[config.mk]
export PLATFORM = sky130hd
export DESIGN_NAME = if_stage
export DESIGN_NICKNAME = d
export VERILOG_FILES = /design/src/rtl/mips_defs.sv /design/src/rtl/pc_target.sv /design/src/rtl/if_stage.sv
export SDC_FILE = /design/constraint.sdc
export NUM_CORES = 1
export LEC_CHECK = 0
export CAP_MARGIN = 15
export CORE_MARGIN = 2
export CORE_UTILIZATION = 45
export CTS_CLUSTER_DIAMETER = 100
export DETAILED_ROUTE_END_ITERATION = 7
export PLACE_DENSITY = 0.71
export SYNTH_ARGS = -nofsm -noshare
export SYNTH_HDL_FRONTEND = slang
export SYNTH_HIERARCHICAL = 1
export SYNTH_SLANG_ARGS = --single-unit
[constraint.sdc]
create_clock -name clk -period 2.7 [get_ports clk]
set_input_delay 0.27 -clock clk [delete_from_list [all_inputs] [get_ports clk]]
set_output_delay 0.27 -clock clk [all_outputs]
set_load 0.1 [all_outputs]
[src/rtl/mips_defs.sv]
// Shared MIPS core definitions: hazard tags, primary opcodes and the canonical NOP word.
// Used by the fetch stage and the hazard unit so both agree on tag encodings.
package mips_defs;

  // Instruction class reported by the hazard unit for the word in ID
  localparam logic [1:0] TAG_NONE   = 2'd0;
  localparam logic [1:0] TAG_LOAD   = 2'd1;
  localparam logic [1:0] TAG_BRANCH = 2'd2;
  localparam logic [1:0] TAG_JUMP   = 2'd3;

  // Primary opcodes (ins[31:26])
  localparam logic [5:0] OP_RTYPE = 6'h00;
  localparam logic [5:0] OP_J     = 6'h02;
  localparam logic [5:0] OP_JAL   = 6'h03;
  localparam logic [5:0] OP_BEQ   = 6'h04;
  localparam logic [5:0] OP_BNE   = 6'h05;
  localparam logic [5:0] OP_ADDI  = 6'h08;
  localparam logic [5:0] OP_LW    = 6'h23;
  localparam logic [5:0] OP_SW    = 6'h2B;

  // sll $0,$0,0
  localparam logic [31:0] NOP_INS = 32'h0000_0000;

  // What the fetch stage does with its state this cycle
  typedef enum logic [1:0] {
    ACT_ADV    = 2'd0,
    ACT_STALL  = 2'd1,
    ACT_REDIR  = 2'd2,
    ACT_SQUASH = 2'd3
  } fetch_act_e;

endpackage

[src/rtl/pc_target.sv]
// Redirect target generator for the instruction sitting in IF/ID.
// Branch targets are PC-relative off id_pc4; jump targets keep the id_pc4 region nibble.
module pc_target
  import mips_defs::*;
(
  input  logic [31:0] id_ins,
  input  logic [31:0] id_pc4,
  input  logic [1:0]  tag,
  output logic [31:0] target
);

  logic signed [31:0] br_off;
  logic        [31:0] br_target;
  logic        [31:0] j_target;

  assign br_off    = {{14{id_ins[15]}}, id_ins[15:0], 2'b00};
  assign br_target = id_pc4 + $unsigned(br_off);
  assign j_target  = {id_pc4[31:28], id_ins[25:0], 2'b00};

  // Pick the target for the current tag; non-redirect tags fall back to the sequential path
  always_comb begin
    target = id_pc4;
    case (tag)
      TAG_BRANCH: target = br_target;
      TAG_JUMP:   target = j_target;
      default:    target = id_pc4;
    endcase
  end

endmodule

[src/rtl/if_stage.sv]
// Fetch stage and IF/ID register. Holds the PC, presents it to instruction memory,
// captures the returned word, and reacts to the hazard unit's stall/flush/tag controls.
// flush is active-low; a low flush while stalled is a load-use bubble and must not squash.
module if_stage #(
  parameter logic [31:0] RESET_PC = 32'h0000_0000,
  parameter logic [31:0] NOP_INS  = 32'h0000_0000,
  parameter int          CNT_W    = 16
) (
  input  logic             clk,
  input  logic             rst,
  input  logic             pc_en,
  input  logic             flush,
  input  logic [1:0]       tag,
  input  logic [31:0]      imem_data,
  output logic [31:0]      imem_addr,
  output logic [31:0]      id_ins,
  output logic [31:0]      id_pc4,
  output logic             id_valid,
  output logic [1:0]       flag,
  output logic [4:0]       rd,
  output logic [CNT_W-1:0] stall_cnt,
  output logic [CNT_W-1:0] flush_cnt
);

  import mips_defs::*;

  logic [31:0] pc;
  logic [31:0] pc_plus4;
  logic [31:0] redir_target;
  fetch_act_e  act;

  function automatic logic [CNT_W-1:0] sat_inc(input logic [CNT_W-1:0] v);
    logic [CNT_W-1:0] one;
    one = '0;
    one[0] = 1'b1;
    return (&v) ? v : v + one;
  endfunction

  assign imem_addr = pc;
  assign pc_plus4  = pc + 32'd4;

  pc_target u_pc_target (
    .id_ins (id_ins),
    .id_pc4 (id_pc4),
    .tag    (tag),
    .target (redir_target)
  );

  // Priority decode: stall beats any flush; a low flush redirects only for branch/jump tags
  always_comb begin
    act = ACT_ADV;
    if (!pc_en) begin
      act = ACT_STALL;
    end else if (!flush) begin
      act = (tag == TAG_BRANCH || tag == TAG_JUMP) ? ACT_REDIR : ACT_SQUASH;
    end
  end

  // PC, IF/ID register, EX-side tag/dest and event counters
  always_ff @(posedge clk) begin
    if (rst) begin
      pc        <= RESET_PC;
      id_ins    <= NOP_INS;
      id_pc4    <= 32'd0;
      id_valid  <= 1'b0;
      flag      <= TAG_NONE;
      rd        <= 5'd0;
      stall_cnt <= '0;
      flush_cnt <= '0;
    end else begin
      case (act)
        ACT_STALL: begin
          flag      <= TAG_NONE;
          stall_cnt <= sat_inc(stall_cnt);
        end
        ACT_REDIR: begin
          pc        <= redir_target;
          id_ins    <= NOP_INS;
          id_pc4    <= 32'd0;
          id_valid  <= 1'b0;
          flag      <= tag;
          rd        <= id_ins[20:16];
          flush_cnt <= sat_inc(flush_cnt);
        end
        ACT_SQUASH: begin
          pc        <= pc_plus4;
          id_ins    <= NOP_INS;
          id_pc4    <= 32'd0;
          id_valid  <= 1'b0;
          flag      <= tag;
          rd        <= id_ins[20:16];
        end
        default: begin
          pc        <= pc_plus4;
          id_ins    <= imem_data;
          id_pc4    <= pc_plus4;
          id_valid  <= 1'b1;
          flag      <= tag;
          rd        <= id_ins[20:16];
        end
      endcase
    end
  end

endmodule

==> results_dict.tcl <==
set metrics [dict create \
    finalCritPeriodShare_pct 106 \
    grt_pass1_vias 8182 \
    maxCapViolations 0 \
    yosysSeqAreaShare_pct 33.2 \
    die_w_um 139 \
    numCtsBuffers 17 \
    slew_headroom_pct 55.1 \
    fin_util_pct 64.0 \
    setup_ws_ps -153 \
    clock_latency_ps 430 \
    clock_skew_ps 7.90 \
    drive_above_1_share_pct 31.1 \
    holdBufCountCts 0 \
    grt_usage_pct 27.7 \
    yosys_warnings 6 \
    cp-end-kind "flip-flop" \
    cts_max_path_buffers 2 \
    cp.required_ps 3000 \
    start_util_pct 45.8 \
    post-route-drc-count 0 \
    power.total_mw 5.43 \
    cts_root_buf "clkbuf_16" \
    synth_flop_cell "dfxtp_1" \
    violations "negative setup slack" \
    grt_max_degree 64 \
    io_buffers 173 \
    cp-start-kind "flip-flop" \
    p_leak_nw 4.65 \
    routed_wl_um 27400 \
    hold_path_depth 2 \
    final_area_um2 11400 \
    layout.cells.non_filler 1501 \
    htreeDepth 4 \
    maxSlewViolCount 0 \
    holdPathEnd "id_pc4[7]" \
    grt-ovfl-total 0 \
    status "finished with violations" \
    syn_area_um2 8200 \
    rows 49 \
    hpwl_um 19100 \
    reg2regPathDepth 14 \
    routed_via_density 5.80 \
    diodes 0 \
    irDropWorstVdd_mv 0.457 \
    drt_first_pass_iters 5 \
    synthArstFlopShare_pct 0 \
    crit_arrival_ps 3150 \
    power_density_nw_per_um2 474 \
    finalCriticalPeriod_ps 2850 \
    clock_sinks 136 \
    whs_ps 203 \
    synthDistinctLibCells 75 \
    path_max_fanout 3 \
    tightest_slew_ps 674 \
    ios 174 \
    wl_per_cell_um 18.2 \
    area_delta_synth_final_pct 39.6 \
    reg2reg_to "imem_addr[22]" \
    fp.dieH_um 139 \
    fmax_mhz 351 \
    synth_top_area_share_pct 33.2 \
    synth_edf_count 0 \
    crit_type "flip-flop to flip-flop" \
    finalSetupViolCount 8 \
    rsz0062_at_grt "true" \
    hold_class "primary input to flip-flop" \
    gp_congestion 0.936 \
    min_from "rst" \
    dp_cells 1456 \
    dieArea_um2 19300 \
    path_clk_slew_ps 60 \
    nets 1330 \
    ff2ff_setup_slack_ps -150 \
    via_count 8708 \
    antenna_found_initial 0 \
    r2r-start "id_ins[0]" \
    grt_pass1_wl_um 43700 \
    cts_tree "built" \
    drt_iter0_markers 783 \
    synth_top_area_cell "dfxtp_1" \
    synth_seq_cells 136 \
    synth_cells 1048 \
    antenna_left 0 \
    syn_avg_cell_area_um2 7.82 \
    dpl_cell_area_um2 10400 \
    finalHoldViolCount 0 \
    core_region_area_um2 17900 \
    yosys-top-cells-area "dfxtp_1, nor2_1, ha_1, nand2_1, a22oi_1" \
    synthesis.nets 1119 \
]
==> Yosys cell counts, drive strengths merged, types with 4 or more instances <==
master	n
buf	8
mux2	7
xnor2	33
nand3	49
o21ai	64
a32o	4
and3	17
a21oi	71
or4	6
nor2	140
xor2	41
nand3b	5
dfxtp	136
a21o	18
and2	7
nor4	11
clkbuf	60
nand2b	8
o21bai	5
and4	4
a22o	5
nor2b	14
ha	32
nor3	11
a211o	4
a31oi	23
nand4	20
or3	13
mux2i	9
a22oi	49
inv	13
nand2	105
a211oi	8
==> area by class of cell <==
class / count / area (um^2)
Clock buffer: 23 / 520
Clock inverter: 9 / 108
Fill cell: 1577 / 6450
Inverter: 13 / 48.8
Multi-Input combinational cell: 831 / 5550
Sequential cell: 136 / 2870
Tap cell: 229 / 287
Timing Repair Buffer: 260 / 2070
==> flip-flops by register name, summed over array words and instances, names as in the netlist <==
| register | count |
|---|---|
| id_valid | 1 |
| flush_cnt | 16 |
| imem_addr | 32 |
| stall_cnt | 16 |
| id_ins | 32 |
| rd | 5 |
| flag | 2 |
| id_pc4 | 32 |
==> report_power, final <==
group / internal (mW) / total, mW / switching, mW
Clock: 1.54 / 2.47 / 0.923
Sequential: 2.03 / 2.09 / 0.0589
Combinational: 0.261 / 0.869 / 0.608
==> how the worst max path moves through the flow <==
stage                from            end  cells past startpoint
3_5_place_dp    id_ins[0]  imem_addr[30]                     13
2_1_floorplan  id_ins[15]  imem_addr[30]                     11
3_3_place_gp    id_ins[0]  imem_addr[30]                     13
4_1_cts         id_ins[0]  imem_addr[20]                     14
5_1_grt         id_ins[0]  imem_addr[18]                     15
6_report        id_ins[0]  imem_addr[22]                     14
==> per-stage QoR <==
| step | setup WS, ps | TNS, ps |
|---|---|---|
| after floorplan | -8.98 | -8.98 |
| after global placement | -78.4 | -99.0 |
| after detailed placement | -114 | -247 |
| after CTS | -75.7 | -236 |
| after global routing | -225 | -1470 |
| final | -153 | -491 |
==> layout by cell type, fill, tap and decap left out, types with 29 or more instances in the layout <==
master           count
a21oi_1             60
a22oi_1             47
buf_4              218
clkdlybuf4s50_1     34
dfxtp_1             79
dfxtp_4             29
nand2_1            104
nand3_1             45
nor2_1             139
o21ai_0             51
xnor2_1             33
xor2_1              41
==> metal layers <==
layer  track usage, %  vias up  routed length (um)
met5                0        -                   0
met4             8.13        0                 448
met3             5.84       33                2090
met2             42.8      344               12300
met1             39.1     4122               12600
li1                 -     4209                   -
==> logic make-up (layout without fill, tap and decap cells) <==
group,Yosys count,count (layout),share of synthesized area [%]
flops,136,136,33.2
compound gates,286,286,22.9
mux,16,16,2.11
simple gates,422,422,25.0
fa+ha+maj,33,33,5.13
buf+inv,81,305,3.80
xor+xnor,74,74,7.90
==> critical path: stages, from the launching register on <==
cell,delay (ps)
dfxtp_4,350
ha_4,160
fa_2,340
a21o_1,190
nand4_1,180
a21oi_2,110
buf_4,160
nor2_4,160
a31oi_4,120
a221o_1,350
xnor2_1,180
o21ai_1,80
and3_1,180
a21oi_2,90
a21oi_1,70
==> repair_timing <==
item | in CTS | in global routing
setup buffers | 5 | 10
pin swaps | 21 | 57
resized for setup | 28 | 36
endpoints found under the setup margin | 8 | 19
No activity file was read; power rests on OpenSTA's default activity.
